### src/rtl/ss_seq_ctrl_pkg.sv
// Shared definitions for the save-state sequencer: default sizing and FSM state encoding.
package ss_seq_ctrl_pkg;

  localparam int SS_REG_CNT = 8;
  localparam int SS_ID_ADDR = 127;
  localparam int SS_M2_TMO  = 255;

  typedef enum logic [3:0] {
    IDLE,
    S_ADDR,
    S_CAP,
    L_IDRD,
    L_IDCHK,
    L_RD,
    L_WAIT,
    L_WR,
    L_HOLD,
    L_VRD,
    L_VCHK,
    DONE
  } state_t;

endpackage

### src/rtl/ss_seq_ctrl_m2_edge_det.sv
// Synchronises the asynchronous CPU M2 into clk and flags its falling edge for one cycle.
module ss_seq_ctrl_m2_edge_det (
  input  logic clk,
  input  logic rst,
  input  logic m2,
  output logic fall
);

  logic sync1;
  logic sync2;

  always_ff @(posedge clk or posedge rst) begin
    if (rst) begin
      sync1 <= 1'b0;
      sync2 <= 1'b0;
    end else begin
      sync1 <= m2;
      sync2 <= sync1;
    end
  end

  assign fall = ~sync1 & sync2;

endmodule

### src/rtl/ss_seq_ctrl.sv
// Save-state sequencer: copies mapper registers to/from the state buffer over the ss_* port.
// Define SS_VERIFY_EN to read back and compare every restored register.
module ss_seq_ctrl
  import ss_seq_ctrl_pkg::*;
#(
  parameter int REG_CNT = SS_REG_CNT,
  parameter int ID_ADDR = SS_ID_ADDR,
  parameter int M2_TMO  = SS_M2_TMO
) (
  input  logic       clk,
  input  logic       rst,
  input  logic       m2,
  input  logic       save_req,
  input  logic       load_req,
  output logic       busy,
  output logic       done,
  output logic       err,
  output logic       ss_act,
  output logic       ss_we,
  output logic [7:0] ss_addr,
  output logic [7:0] ss_wdat,
  input  logic [7:0] ss_rdat,
  output logic [7:0] buf_addr,
  output logic [7:0] buf_wdat,
  output logic       buf_we,
  input  logic [7:0] buf_rdat
);

  localparam logic [7:0] LAST_IDX = 8'(REG_CNT - 1);
  localparam logic [7:0] ID       = 8'(ID_ADDR);
  localparam logic [7:0] TMO_LAST = 8'(M2_TMO - 1);

  state_t     state;
  logic [7:0] idx;
  logic [7:0] tmo;
  logic       m2_fall;

  ss_seq_ctrl_m2_edge_det m2_edge_det (
    .clk  (clk),
    .rst  (rst),
    .m2   (m2),
    .fall (m2_fall)
  );

  // NOTE: all state and outputs use non-blocking assignments so every branch
  // reads the pre-edge values; blocking here would create order-dependent logic.
  always_ff @(posedge clk or posedge rst) begin
    if (rst) begin
      state    <= IDLE;
      idx      <= '0;
      tmo      <= '0;
      busy     <= 1'b0;
      done     <= 1'b0;
      err      <= 1'b0;
      ss_act   <= 1'b0;
      ss_we    <= 1'b0;
      ss_addr  <= '0;
      ss_wdat  <= '0;
      buf_addr <= '0;
      buf_wdat <= '0;
      buf_we   <= 1'b0;
    end else begin
      done   <= 1'b0;
      buf_we <= 1'b0;
      case (state)
        IDLE: begin
          if (save_req) begin
            busy    <= 1'b1;
            err     <= 1'b0;
            ss_act  <= 1'b1;
            idx     <= '0;
            ss_addr <= '0;
            state   <= S_ADDR;
          end else if (load_req) begin
            busy     <= 1'b1;
            err      <= 1'b0;
            ss_act   <= 1'b1;
            ss_addr  <= ID;
            buf_addr <= ID;
            state    <= L_IDRD;
          end
        end
        S_ADDR: begin
          buf_we   <= 1'b1;
          buf_addr <= ss_addr;
          buf_wdat <= ss_rdat;
          state    <= S_CAP;
        end
        S_CAP: begin
          if (ss_addr == ID) begin
            done <= 1'b1; busy <= 1'b0; state <= DONE;
          end else if (idx == LAST_IDX) begin
            ss_addr <= ID;
            state   <= S_ADDR;
          end else begin
            idx     <= idx + 8'd1;
            ss_addr <= idx + 8'd1;
            state   <= S_ADDR;
          end
        end
        L_IDRD: state <= L_IDCHK;
        L_IDCHK: begin
          if (buf_rdat != ss_rdat) begin
            err <= 1'b1;
            done <= 1'b1; busy <= 1'b0; state <= DONE;
          end else begin
            idx      <= '0;
            buf_addr <= '0;
            state    <= L_RD;
          end
        end
        L_RD: state <= L_WAIT;
        L_WAIT: begin
          ss_addr <= idx;
          ss_wdat <= buf_rdat;
          ss_we   <= 1'b1;
          tmo     <= '0;
          state   <= L_WR;
        end
        L_WR: begin
          // A fall seen in the first WR cycle happened before ss_we rose, so it cannot count.
          if (m2_fall && tmo != 8'd0) begin
            state <= L_HOLD;
          end else if (tmo == TMO_LAST) begin
            err   <= 1'b1;
            ss_we <= 1'b0;
            done <= 1'b1; busy <= 1'b0; state <= DONE;
          end else begin
            tmo <= tmo + 8'd1;
          end
        end
`ifdef SS_VERIFY_EN
        L_HOLD: begin
          ss_we <= 1'b0;
          state <= L_VRD;
        end
        L_VRD: state <= L_VCHK;
        L_VCHK: begin
          if (ss_rdat != ss_wdat) err <= 1'b1;
          if (idx == LAST_IDX) begin
            done <= 1'b1; busy <= 1'b0; state <= DONE;
          end else begin
            idx      <= idx + 8'd1;
            buf_addr <= idx + 8'd1;
            state    <= L_RD;
          end
        end
`else
        L_HOLD: begin
          ss_we <= 1'b0;
          if (idx == LAST_IDX) begin
            done <= 1'b1; busy <= 1'b0; state <= DONE;
          end else begin
            idx      <= idx + 8'd1;
            buf_addr <= idx + 8'd1;
            state    <= L_RD;
          end
        end
`endif
        DONE: begin
          ss_act <= 1'b0;
          state  <= IDLE;
        end
        default: state <= IDLE;
      endcase
    end
  end

endmodule

### config.mk
export PLATFORM = sky130hd
export DESIGN_NAME = ss_seq_ctrl
export DESIGN_NICKNAME = d
export VERILOG_FILES = /design/src/rtl/ss_seq_ctrl_pkg.sv /design/src/rtl/ss_seq_ctrl_m2_edge_det.sv /design/src/rtl/ss_seq_ctrl.sv
export SDC_FILE = /design/constraint.sdc
export NUM_CORES = 1
export LEC_CHECK = 0
export BUFFER_PORTS_ARGS = -buffer_cell sky130_fd_sc_hd__buf_2
export CAP_MARGIN = 20
export CELL_PAD_IN_SITES_DETAIL_PLACEMENT = 1
export CELL_PAD_IN_SITES_GLOBAL_PLACEMENT = 1
export CORE_ASPECT_RATIO = 1.2
export CORE_MARGIN = 2
export CORE_UTILIZATION = 43
export DETAILED_ROUTE_END_ITERATION = 6
export PLACE_DENSITY_LB_ADDON = 0.1
export SLEW_MARGIN = 25
export SYNTH_ARGS = -nofsm -noshare
export SYNTH_HDL_FRONTEND = slang
export SYNTH_HIERARCHICAL = 1
export SYNTH_SLANG_ARGS = --single-unit
### constraint.sdc
create_clock -name clk -period 2.73 [get_ports clk]
set_clock_uncertainty 0.1 [all_clocks]
set_input_delay 0.546 -clock clk [delete_from_list [all_inputs] [get_ports clk]]
set_output_delay 0.546 -clock clk [all_outputs]
set_load 0.05 [all_outputs]
# --- Word level (Yosys, flattened, before mapping) ---
# Index checks and enable logic that the tools add are counted.
word_totals:
  memories: 0
  input_bits: 21
  rom_bits: 0
  mem_bits_rw: 0
  wordCells: 113
  regBits: 60
  latch_bits: 0
  out_inout_bits: 38
op_classes:
  div_mod_pow: 0
  eq_ne: 27
  muxes: 47
  n_mul: 0
  n_reduce_logical: 20
  bitwise_logic: 2
  shift: 0
  n_lt_le_gt_ge: 0
  add_sub_neg: 2
ops:
  columns: ["cell", "n"]
  rows:
  - ["$mux W8", 12]
  - ["$pmux W8 S4", 2]
  - ["$pmux W4 S9", 1]
  - ["$mux W4", 7]
  - ["$ne A2 B2 Y1 const B", 12]
  - ["$pmux W8 S3", 1]
  - ["$mux W1", 18]
  - ["$add A8 B1 Y8 const B", 2]
  - ["$eq A4 B3 Y1 const B", 4]
  - ["$pmux W8 S2", 1]
  - ["$reduce_and A5 Y1", 2]
  - ["$reduce_and A3 Y1", 3]
  - ["$reduce_bool A3 Y1", 3]
  - ["$eq A4 B2 Y1 const B", 2]
  - ["$eq A4 B4 Y1 const B", 2]
  - ["$eq A8 B3 Y1 const B", 1]
  - ["$eq A8 B7 Y1 const B", 1]
  - ["$eq A8 B8 Y1 const B", 1]
  - ["$ne A8 B8 Y1", 1]
  - ["$reduce_bool A4 Y1", 2]
  - ["$reduce_bool A8 Y1", 1]
  - ["$reduce_and A7 Y1", 1]
  - ["$ne A3 B3 Y1 const B", 2]
  - ["$pmux W1 S3", 2]
  - ["12 further kinds", 14]

# --- Logic depth before layout (Yosys ltp) ---
# Gate-level depths: netlist of the first run.
logic_depth:
  ltp_word: 5
  mapped_depth: 8

# --- Hierarchy ---
# The synthesis of the first run kept the hierarchy.
modules_own_cells:
  columns: ["mod", "seq_area_each_um2", "area_each_um2", "n_inst", "cells_per_inst"]
  rows:
  - ["ss_seq_ctrl", 1451.4, 3260.6, 1, 342]
  - ["ss_seq_ctrl_m2_edge_det", 50.0, 67.6, 1, 4]

# --- Worst setup path after synthesis of the first run ---
# No wires, ideal clock.
synth_timing:
  kind: "input-to-reg"
  startpoint: "input port ss_rdat[3]"
  endpoint: "register buf_addr[7]"
  required_ps: 2466
  cell_stages: 5
  t_arrival_ps: 2043
  setup_ps: 164
  path_buffers: 0
  setup_slack_ps: 423
  path_cell_list: "xor2_1 nor4_1 a21oi_2 nor3_1 o221ai_1"
synth_between:
  elab_chain_cells: 3
synth_rtl:
  columns: ["element", "line", "rtl"]
  rows:
  - ["start, declared", "ss_seq_ctrl.sv:22", "input logic [7:0] ss_rdat,"]
  - ["$ne A8 B8 Y1", "ss_seq_ctrl.sv:103", "if (buf_rdat != ss_rdat) begin"]
  - ["$ne A2 B2 Y1 (no line)", null, null]
  - ["$reduce_and A5 Y1 (no line)", null, null]
  - ["end signal, assigned", "ss_seq_ctrl.sv:85", "buf_addr <= ss_addr;"]
  - ["end signal, assigned", "ss_seq_ctrl.sv:155", "buf_addr <= idx + 8'd1;"]
  - ["end, declared", "ss_seq_ctrl.sv:23", "output logic [7:0] buf_addr,"]
# No other way between the ends.
# A chain may end at the register's enable or synchronous reset.

# --- Worst setup path after layout of the first run ---
layout_timing:
  startpoint: "register idx[7]"
  endpoint: "register idx[7]"
layout_between:
  elab_chain_cells: 4
layout_rtl:
  columns: ["element", "line", "rtl"]
  rows:
  - ["start, declared", "ss_seq_ctrl.sv:34", "logic [7:0] idx;"]
  - ["start signal, assigned", "ss_seq_ctrl.sv:96", "idx <= idx + 8'd1;"]
  - ["start signal, assigned", "ss_seq_ctrl.sv:154", "idx <= idx + 8'd1;"]
  - ["$add A8 B1 Y8 or $eq A8 B3 Y1 (tied branches)", null, null]
  - ["$mux W8 (*)", "ss_seq_ctrl.sv:92, ss_seq_ctrl.sv:151", null]
  - ["$mux W8", "ss_seq_ctrl.sv:90", "if (ss_addr == ID) begin"]
  - ["$pmux W8 S4 (*)", "ss_seq_ctrl.sv:65", "case (state)"]
# Every way passes the cells marked *; elsewhere a longest branch is shown, timed or not. The select of a mux whose other input is x is not followed.

==> results of run 1 <==
## critical path, stage by stage, from the launching register on
cell	delay, ps
dfrtp_1	430
or4_1	550
or3_1	530
a21oi_4	330
nor3_4	80
mux2_4	310
## per-stage QoR
step	setup slack (ps)	total power [uW]	instances	util, %	area (um2)
6_report	283	5240	511	52.2	3960
5_1_grt	222	5560	511	52.2	3960
4_1_cts	301	5280	511	52.2	3960
3_5_place_dp	274	4420	494	49.4	3740
3_3_place_gp	290	4350	494	49.4	3740
2_1_floorplan	423	3650	346	-	3330
## cell usage in the layout (no fill, tap or decap), drive strengths merged, types with 3 or more instances in the layout
master	count
nand4	4
a211oi	3
nor4	5
buf	77
nor2	33
o41ai	5
mux2	10
o21ai	13
a2bb2oi	8
a21oi	21
and2	4
nand2	40
or2	4
dfrtp	60
o221ai	3
a22oi	6
nand3	15
nor4b	3
ha	4
o31ai	7
xnor2	12
a31oi	3
mux2i	4
inv	9
clkbuf	12
clkinv	3
xor2	10
and3	4
nor3	12
## state kept, by name, summed over array words and instances (netlist names), 4 cells and up
register / cells
ss_wdat: 8
state: 4
ss_addr: 8
tmo: 8
buf_addr: 8
buf_wdat: 8
idx: 8
## layer usage
layer / GRT usage [%] / part of all wire (%) / wire length [um] / vias up
li1: - / - / - / 1372
met1: 27.5 / 43 / 3970 / 1437
met2: 40.2 / 52 / 4800 / 55
met3: 5.35 / 3.5 / 324 / 12
met4: 7.94 / 2.0 / 190 / 0
met5: 0 / 0 / 0 / -
## logic make-up (layout without fill, tap and decap cells)
logic type / count (synthesis) / count (layout)
xor gates and xnor gates: 22 / 22
adders and majority gates: 4 / 4
AOI/OAI and AO/OA: 78 / 78
muxes: 14 / 14
DFF: 60 / 60
buffers and inverters: 31 / 104
and+or+nand+nor: 137 / 137
## path summary, 6_finish.rpt
check	to	cells after the start
max	idx[7]	5
min	m2_edge_det/sync1	1
max reg2reg	idx[7]	5
min reg2reg	m2_edge_det/sync2	0
max in group asynchronous	ss_addr[0]	4
min in group asynchronous	m2_edge_det/sync1	3
## report_power, final
group          internal, uW  total, uW  switching (uW)
combinational           874       2820            1950
clock                   469        842             373
sequential             1230       1580             350
total                  2570       5240            2670
## Yosys cell counts, drive strengths merged (3+ instances only)
| cell type | number | area share, % |
|---|---|---|
| a21oi | 21 | 3.6 |
| o31ai | 7 | 1.6 |
| inv | 9 | 1.0 |
| a22oi | 6 | 1.4 |
| mux2 | 10 | 3.6 |
| o21ai | 13 | 2.0 |
| a2bb2oi | 8 | 2.1 |
| and3 | 4 | 0.79 |
| buf | 10 | 3.0 |
| o41ai | 5 | 1.3 |
| nand4 | 4 | 0.75 |
| a211oi | 3 | 0.68 |
| nor3 | 12 | 2.1 |
| ha | 4 | 1.5 |
| xnor2 | 12 | 3.2 |
| xor2 | 10 | 2.6 |
| clkbuf | 11 | 1.5 |
| nand2 | 40 | 4.5 |
| nor4 | 5 | 0.94 |
| dfrtp | 60 | 45 |
| a31oi | 3 | 0.56 |
| nor2 | 33 | 3.7 |
| mux2i | 4 | 1.2 |
| and2 | 4 | 0.75 |
| or2 | 4 | 0.75 |
| o221ai | 3 | 0.79 |
| nor4b | 3 | 1.2 |
| nand3 | 15 | 2.3 |
## layout make-up
type | count | area share, %
clock buffers | 12 | 3.92
well taps | 92 | 2.91
repair buffers | 78 | 11.5
flip-flops and latches | 60 | 37.9
inverters | 10 | 0.948
multi-input cells | 255 | 41.6
clock inverters | 4 | 1.20
==> key figures, run 1 <==
Status
  • Status: finished clean

Floorplanning
  • Die width: 84.3 um
  • Die Span Y: 100 um
  • Core outline area: 7580 um2
  • Die ar.: 8460 um2
  • Initial Util: 43.9%
  • Num rows: 35
  • I/O pin count: 59

Route
  • Initial DRC count: 117
  • Antenna Nets Post-Route: 0
  • DR WL/cell: 18.2 um
  • Post-route DRC: 0
  • Via count: 2876
  • Final wirelength: 9.29 mm
  • Post-DR vias/cell: 5.63
  • Drt first pass iters: 4

Logic synthesis
  • Yosys Warn Count: 6
  • Simple logic cell fraction of the synthesized area: 20.8%
  • Synth async-reset ratio: 100%
  • Mapped Area: 3330 um2
  • Adder-cell area share of the yosys netlist: 1.50%
  • Xor and xnor area share after synthesis: 5.79%
  • Sequential area share after synthesis: 45.1%
  • Top_reg_cell synth: dfrtp_1
  • Seq cells post-synth: 60
  • Post-synthesis mux area share: 4.81%
  • EDFF count, synth: 0
  • Largest family of logic cells by synthesized area: simple AND/OR/NAND/NOR gates
  • Syn Nets: 371
  • Mapped Cells: 346
  • Post-synth cell types: 55
  • Post-synthesis compound-gate area fraction: 16.2%
  • Syn avg cell area: 9.62 um2

Global route
  • First-pass GRT wire length: 15.1 mm
  • Largest net degree at the start of global routing: 31
  • Total track usage: 22.9%
  • Vias in the first global route: 2980
  • Antenna violations before repair: 0
  • Grt ovf: 0

STA
  • Final hold slack: 206 ps
  • Fmax: 0.409 GHz
  • Final setup viols: 0
  • RSZ-0062 raised after global routing: false
  • Final Critical Period: 2450 ps
  • Setup TNS: 0 ps
  • Final Max Tran Viols: 0
  • Relative slew slack: 41.5%
  • Endpoints failing hold: 0
  • Measured slew at the worst slew-check pin: 870 ps
  • Final Cycle Share: 89.6%

Finish
  • Fin nets: 439
  • Share of layout cells above drive strength 1: 27.7%
  • Diode count: 0
  • FF/Latch Area: 1500 um2
  • Multi-input logic area: 1650 um2
  • Fill count: 900
  • Layout overhead on the synthesized area: 18.9%

Worst setup path
  • R2r startpoint: idx[7]
  • CP startpoint kind: flop
  • Flop-to-flop setup slack: 280 ps
  • Setup CP Type: reg -> reg
  • Critical Path Source: idx[7]
  • Peak fanout along the critical path: 10
  • Critical path capture point type: flop
  • Critical Path AT: 2580 ps
  • Req. time, crit path: 2860 ps

Pwr
  • VDD IR max: 0.000722 V
  • Pleak: 0.00180 uW
  • PD cells: 1320 nW/um2

CTS
  • Clock Latency Late Sink: 340 ps
  • Hold_buf cts: 1
  • # Post-CTS Setup Buffers: 0
  • CTS Sinks: 60
  • Max Buffers Root-to-Sink: 2
  • Clock slew at reported path FFs: 70 ps
  • CTS tree: done
  • Clk root buf: clkbuf_8
  • H-tree lvl count: 3
  • Num CTS Buffers: 9
  • CTS resizes: 0

Min path
  • HP Start: m2
  • Worst Hold Class: in -> reg

Placed design
  • IO Port Bufs: 58
  • HPWL after detailed placement: 6.93 mm
  • GP Congestion: 0.894

Flow run
  • Total of max-cap violations: 0
(Power assumes the default switching activity.)
==> run 2: changes to the inputs <==
==> constraint.sdc (replaced) <==
create_clock -name clk -period 2.73 [get_ports clk]
set_clock_uncertainty 0.1 [all_clocks]
set_input_delay 0.273 -clock clk [delete_from_list [all_inputs] [get_ports clk]]
set_output_delay 0.273 -clock clk [all_outputs]
set_load 0.05 [all_outputs]
==> key figures, run 2 (synthesized netlist as in run 1, its figures left out) <==
Worst setup path
  • Crit-path cells: buf_4, nor4b_2, nor2_1, a211oi_1, a2bb2oi_1 (was or4_1, or3_1, a21oi_4, nor3_4, mux2_4)
  • Critical Path AT: 2580 ps (about the same)
  • Setup CP Type: reg -> reg (unchanged)
  • Buf/Inv on CP: 1 (was 0)
  • Critical path capture point type: flop (unchanged)
  • Req. time, crit path: 2830 ps (was 2860 ps)
  • Critical Path Source: state[1] (was idx[7])
  • Slowest stage delay, CP: 800 ps (was 550 ps)
  • Delay-heaviest family, CP: compound AO/OA/AOI/OAI gates (was simple AND/OR/NAND/NOR gates)
  • R2r startpoint: state[1] (was idx[7])
  • Worst path slowest cell: a211oi_1 (was or4_1)
  • CP startpoint kind: flop (unchanged)
  • Peak fanout along the critical path: 19 (was 10)

STA
  • RSZ-0062 raised after global routing: false (unchanged)
  • Fmax: 0.403 GHz (was 0.409 GHz)
  • Final Max Tran Viols: 0 (unchanged)
  • Measured slew at the worst slew-check pin: 940 ps (was 870 ps)
  • Endpoints failing hold: 0 (unchanged)
  • Relative slew slack: 37.0% (was 41.5%)
  • Final Cycle Share: 90.8% (was 89.6%)
  • Final setup viols: 0 (unchanged)
  • Setup TNS: 0 ps (unchanged)
  • Final Critical Period: 2480 ps (was 2450 ps)

CTS
  • Clock slew at reported path FFs: 80 ps (was 70 ps)
  • Clk root buf: clkbuf_8 (unchanged)
  • CTS Sinks: 60 (unchanged)
  • Max Buffers Root-to-Sink: 2 (unchanged)
  • CTS tree: done (unchanged)
  • Num CTS Buffers: 9 (unchanged)
  • H-tree lvl count: 3 (unchanged)
  • Clock Latency Late Sink: 350 ps (was 340 ps)

Floorplanning
  • Initial Util: 43.9% (unchanged)
  • Die width: 84.3 um (unchanged)
  • I/O pin count: 59 (unchanged)
  • Core outline area: 7580 um2 (unchanged)
  • Die Span Y: 100 um (unchanged)
  • Die ar.: 8460 um2 (unchanged)
  • Num rows: 35 (unchanged)

Finish
  • Most frequent cells in the layout: dfrtp_1 (60), buf_2 (58), nand2_1 (40), nor2_1 (33), a21oi_1 (19) (unchanged)
  • Fin nets: 435 (was 439)
  • Design area: 3930 um2 (was 3960 um2)
  • Layout overhead on the synthesized area: 18.1% (was 18.9%)
  • Diode count: 0 (unchanged)
  • Fill count: 902 (was 900)
  • Share of layout cells above drive strength 1: 26.7% (was 27.7%)
  • Most common cell after layout, fill and taps aside: dfrtp_1 (unchanged)

Global route
  • Total track usage: 23.4% (was 22.9%)
  • Vias in the first global route: 3142 (was 2980)
  • Antenna violations before repair: 0 (unchanged)
  • Grt ovf: 0 (unchanged)
  • First-pass GRT wire length: 15.5 mm (was 15.1 mm)
  • Largest net degree at the start of global routing: 33 (was 31)

Route
  • Final wirelength: 9.30 mm (was 9.29 mm)
  • Post-DR vias/cell: 5.68 (was 5.63)
  • Drt first pass iters: 4 (unchanged)
  • Via count: 2878 (was 2876)
  • Initial DRC count: 133 (was 117)
  • Antenna Nets Post-Route: 0 (unchanged)
  • Post-route DRC: 0 (unchanged)
  • DR WL/cell: 18.3 um (was 18.2 um)

Flow run
  • Total of max-cap violations: 0 (unchanged)

Placed design
  • GP Congestion: 0.803 (was 0.894)
  • IO Port Bufs: 58 (unchanged)
  • HPWL after detailed placement: 6.90 mm (was 6.93 mm)
  • Cell Area, Placed: 3710 um2 (was 3740 um2)

Pwr
  • Pleak: 0.00178 uW (was 0.00180 uW)
  • PD cells: 1320 nW/um2 (about the same)
  • VDD IR max: 0.000762 V (was 0.000722 V)

Min path
  • HP Start: buf_rdat[3] (was m2)
  • Worst Hold Class: in -> reg (unchanged)

Status
  • Status: finished clean (unchanged)
==> run 2: path summary, 6_finish.rpt <==
check,endpoint,slack (ps),cells past startpoint
max in group asynchronous,buf_wdat[5],1460,4
min,ss_wdat[3],50,3
min reg2reg,m2_edge_det/sync2,330,0
max,buf_addr[5],250,5
min in group asynchronous,m2_edge_det/sync2,240,3
max reg2reg,buf_addr[5],250,5
==> run 2: power breakdown <==
part           internal, uW  leakage, uW  switching [uW]
logic                   850     0.000935            1940
registers              1230     0.000743             330
clock network           469     0.000102             379
total                  2550      0.00178            2650
==> run 2: worst reg2reg max path: stages, from the launching register on <==
cell and delay (ps):
dfrtp_1 600, buf_4 260, nor4b_2 310, nor2_1 90, a211oi_1 800, a2bb2oi_1 180
==> run 2: stage by stage <==
stage / util [%] / hold slack, ps / power, uW / std cells / worst slack (ps)
after detailed placement: 48.9 / 49.1 / 4370 / 489 / 232
after global routing: 51.9 / 56.3 / 5540 / 507 / 102
after global placement: 48.9 / 38.6 / 4310 / 489 / 326
final: 51.9 / 48.0 / 5190 / 507 / 250
after floorplan: - / -85.8 / 3650 / 346 / 468
after CTS: 51.9 / 33.8 / 5240 / 507 / 275
==> run 2: what timing repair did <==
item | CTS | global route
hold buffers | 2 | 0
gates resized for setup | 0 | 0
endpoints found under the hold margin | 29 | 0
buffers inserted | 0 | 0
==> run 2: layout make-up <==
cell class                 instances  area (um2)  area share (%)
clock buffer                      12         155            3.95
multi-input combinational        255        1650            41.9
timing repair buffer              74         428            10.9
clock inverter                     4        47.5            1.21
tap                               92         115            2.93
inverter                          10        37.5           0.955
sequential                        60        1500            38.2
==> run 2: layer usage <==
layer  routed length [um]  share of wire, %  vias to the layer above  GRT usage, %
li1                     -                 -                     1364             -
met4                  157               1.7                        0          10.3
met2                 5090                55                       56          42.9
met3                  368               4.0                       14          5.59
met5                    0                 0                        -             0
met1                 3680                40                     1444          25.7
==> run 3: changes to the inputs <==
--- a/config.mk
+++ b/config.mk
@@ -17,5 +17,4 @@
 export SLEW_MARGIN = 25
 export SYNTH_ARGS = -nofsm -noshare
 export SYNTH_HDL_FRONTEND = slang
-export SYNTH_HIERARCHICAL = 1
 export SYNTH_SLANG_ARGS = --single-unit
==> key figures, run 3 <==
Status
  • Status: finished clean (unchanged)

Global route
  • Vias in the first global route: 3105 (was 3142)
  • Total track usage: 24.1% (was 23.4%)
  • Grt ovf: 0 (unchanged)
  • First-pass GRT wire length: 15.9 mm (was 15.5 mm)
  • Largest net degree at the start of global routing: 61 (was 33)
  • Antenna violations before repair: 0 (unchanged)

STA
  • Setup TNS: 0 ps (unchanged)
  • Fmax: 0.404 GHz (was 0.403 GHz)
  • Relative slew slack: 48.5% (was 37.0%)
  • Final Cycle Share: 90.8% (about the same)
  • Final Critical Period: 2480 ps (about the same)
  • Endpoints failing hold: 0 (unchanged)
  • RSZ-0062 raised after global routing: false (unchanged)
  • Final Max Tran Viols: 0 (unchanged)
  • Final setup viols: 0 (unchanged)
  • Measured slew at the worst slew-check pin: 773 ps (was 940 ps)

Logic synthesis
  • Synth top area cells: dfrtp_1 (45%), nand2_1 (6.0%), xor2_1 (4.2%) (was dfrtp_1 (45%), nand2_1 (4.5%), nor2_1 (3.7%))
  • Synth async-reset ratio: 100% (unchanged)
  • Top_reg_cell synth: dfrtp_1 (unchanged)
  • Top post-synthesis cells by count: dfrtp_1 (60), nand2_1 (54), nor2_1 (28) (was dfrtp_1 (60), nand2_1 (40), nor2_1 (33))
  • Seq cells post-synth: 60 (unchanged)
  • Dominant cell type by area after synthesis: dfrtp_1 (unchanged)
  • Yosys top cell area share: 44.7% (was 45.1%)
  • Mapped Cells: 359 (was 346)
  • Mapped Area: 3360 um2 (was 3330 um2)
  • Top-count cell post-synth: dfrtp_1 (unchanged)
  • Syn Nets: 384 (was 371)
  • EDFF count, synth: 0 (unchanged)
  • Post-synth cell types: 62 (was 55)
  • Syn avg cell area: 9.36 um2 (was 9.62 um2)
  • Sequential area share after synthesis: 44.7% (was 45.1%)
  • Yosys Warn Count: 0 (was 6)

Finish
  • Most common cell after layout, fill and taps aside: dfrtp_1 (unchanged)
  • Most frequent cells in the layout: dfrtp_1 (60), buf_2 (58), nand2_1 (54), nor2_1 (28), a31oi_1 (20) (was dfrtp_1 (60), buf_2 (58), nand2_1 (40), nor2_1 (33), a21oi_1 (19))
  • Fin nets: 454 (was 435)
  • Diode count: 0 (unchanged)
  • Layout overhead on the synthesized area: 20.1% (was 18.1%)
  • Final non-filler cell total: 526 (was 507)
  • Share of layout cells above drive strength 1: 26.5% (was 26.7%)

CTS
  • Clock slew at reported path FFs: 70 ps (was 80 ps)
  • Max Buffers Root-to-Sink: 2 (unchanged)
  • CTS tree: done (unchanged)
  • Clock Latency Late Sink: 350 ps (about the same)
  • H-tree lvl count: 3 (unchanged)
  • CTS resizes: 0 (unchanged)
  • Num CTS Buffers: 9 (unchanged)
  • CTS Sinks: 60 (unchanged)
  • Clk root buf: clkbuf_8 (unchanged)

Worst setup path
  • Delay-heaviest family, CP: simple AND/OR/NAND/NOR gates (was compound AO/OA/AOI/OAI gates)
  • Flop-to-flop setup slack: 250 ps (about the same)
  • Peak fanout along the critical path: 9 (was 19)
  • Crit path depth: 7 (was 5)
  • Crit-path cells: inv_1, ha_1, or4b_4, o21ai_4, nand2_2, or4_1, a21oi_1 (was buf_4, nor4b_2, nor2_1, a211oi_1, a2bb2oi_1)
  • Cells on worst reg2reg path: 7 (was 5)
  • Slowest stage delay, CP: 500 ps (was 800 ps)
  • Setup crit end: tmo[7] (was buf_addr[5])
  • Critical path capture point type: flop (unchanged)
  • CP startpoint kind: flop (unchanged)
  • R2r startpoint: tmo[0] (was state[1])
  • Critical Path AT: 2640 ps (was 2580 ps)
  • Worst reg2reg path endpoint: tmo[7] (was buf_addr[5])
  • Req. time, crit path: 2890 ps (was 2830 ps)
  • Critical Path Source: tmo[0] (was state[1])
  • Buf/Inv on CP: 1 (unchanged)
  • Worst path slowest cell: or4_1 (was a211oi_1)
  • Setup CP Type: reg -> reg (unchanged)

Pwr
  • Flop pwr share: 28.1% (was 30.0%)
  • Switching share of power: 51.4% (was 51.0%)
  • Power share of the combinational group: 56.9% (was 53.7%)
  • Pleak: 0.00185 uW (was 0.00178 uW)
  • Clk network pwr share: 15.0% (was 16.3%)
  • VDD IR max: 0.000708 V (was 0.000762 V)
  • PD cells: 1370 nW/um2 (was 1320 nW/um2)
  • Net switching power: 2840 uW (was 2650 uW)
  • Cell-internal power: 2680 uW (was 2550 uW)

Route
  • Antenna Nets Post-Route: 0 (unchanged)
  • Final wirelength: 9.87 mm (was 9.30 mm)
  • Post-DR vias/cell: 5.75 (was 5.68)
  • Drt first pass iters: 4 (unchanged)
  • Via count: 3026 (was 2878)
  • Post-route DRC: 0 (unchanged)
  • Initial DRC count: 200 (was 133)
  • DR WL/cell: 18.8 um (was 18.3 um)

Placed design
  • GP Congestion: 0.877 (was 0.803)
  • IO Port Bufs: 58 (unchanged)
  • Placed cell count: 509 (was 489)
  • HPWL after detailed placement: 7.31 mm (was 6.90 mm)

Floorplanning
  • Die width: 84.7 um (was 84.3 um)
  • Num rows: 35 (unchanged)
  • I/O pin count: 59 (unchanged)
  • Initial Util: 44.1% (was 43.9%)
  • Core outline area: 7620 um2 (was 7580 um2)
  • Die Span Y: 101 um (was 100 um)
  • Die ar.: 8540 um2 (was 8460 um2)

Min path
  • HP Start: buf_rdat[5] (was buf_rdat[3])
  • Worst Hold Class: in -> reg (unchanged)

Flow run
  • Total of max-cap violations: 0 (unchanged)
run 3: cell families (layout without fill, tap and decap cells):
| family | Yosys count | after routing | synth area share (%) |
|---|---|---|---|
| AND/OR/NAND/NOR | 141 | 141 | 21.3 |
| AO/OA/AOI/OAI | 92 | 92 | 19.4 |
| flip-flops | 60 | 60 | 44.7 |
| buffers and inverters | 30 | 105 | 3.98 |
| XOR/XNOR | 20 | 20 | 5.21 |
| multiplexers | 12 | 12 | 4.02 |
| adder cells (fa/ha/maj) | 4 | 4 | 1.49 |
run 3: through the flow:
| step | hold WS (ps) | total power (uW) | util [%] | worst slack (ps) | instance area [um2] |
|---|---|---|---|---|---|
| 2_1_floorplan | 204 | 3840 | - | 508 | 3360 |
| 3_3_place_gp | 263 | 4640 | 50.2 | 292 | 3820 |
| 3_5_place_dp | 275 | 4720 | 50.2 | 244 | 3820 |
| 4_1_cts | 32.8 | 5570 | 53.0 | 224 | 4040 |
| 5_1_grt | 48.9 | 5870 | 53.0 | 79.2 | 4040 |
| 6_report | 39.7 | 5530 | 53.0 | 252 | 4040 |
run 3: timing repair:
item / in CTS / in global routing
setup buffers: 0 / 0
hold endpoints to repair: 1 / 0
endpoints found under the setup margin: 0 / 0
hold buffers: 1 / 0
run 3: cell type report:
class                   count  area, um2
clock inverters             4       47.5
repair buffers             78        443
fillers                   902       3580
clock buffers              12        155
well taps                  92        115
inverters                  11       41.3
flip-flops and latches     60       1500
multi-input cells         269       1730
run 3: metal layers:
layer	wire length [um]	vias up	GRT usage, %
met5	0	-	0
li1	-	1447	-
met4	189	0	10.3
met1	4170	1500	29.2
met3	326	16	4.75
met2	5180	63	41.9
run 3: worst min-delay path by stage:
stage / endpoint / slack (ps) / cells past startpoint
final: ss_wdat[5] / 40 / 3
after global routing: ss_wdat[5] / 50 / 3
after CTS: ss_wdat[5] / 30 / 3
after detailed placement: m2_edge_det.sync2 / 280 / 0
after global placement: m2_edge_det.sync2 / 260 / 0
after floorplan: m2_edge_det.sync1 / 200 / 0
run 3: tightest hold or removal path, stage by stage:
cell	delay (ps)
buf_2	100
nand2_1	50
nand2_1	50
run 3: power by group through the flow:
stage / Combinational, uW / Clock [uW] / Sequential [uW]
after floorplan: 1410 / 0 / 2430
after global placement: 3090 / 0 / 1550
after detailed placement: 3150 / 0 / 1570
after CTS: 3170 / 850 / 1550
after global routing: 3380 / 892 / 1600
final: 3150 / 829 / 1550
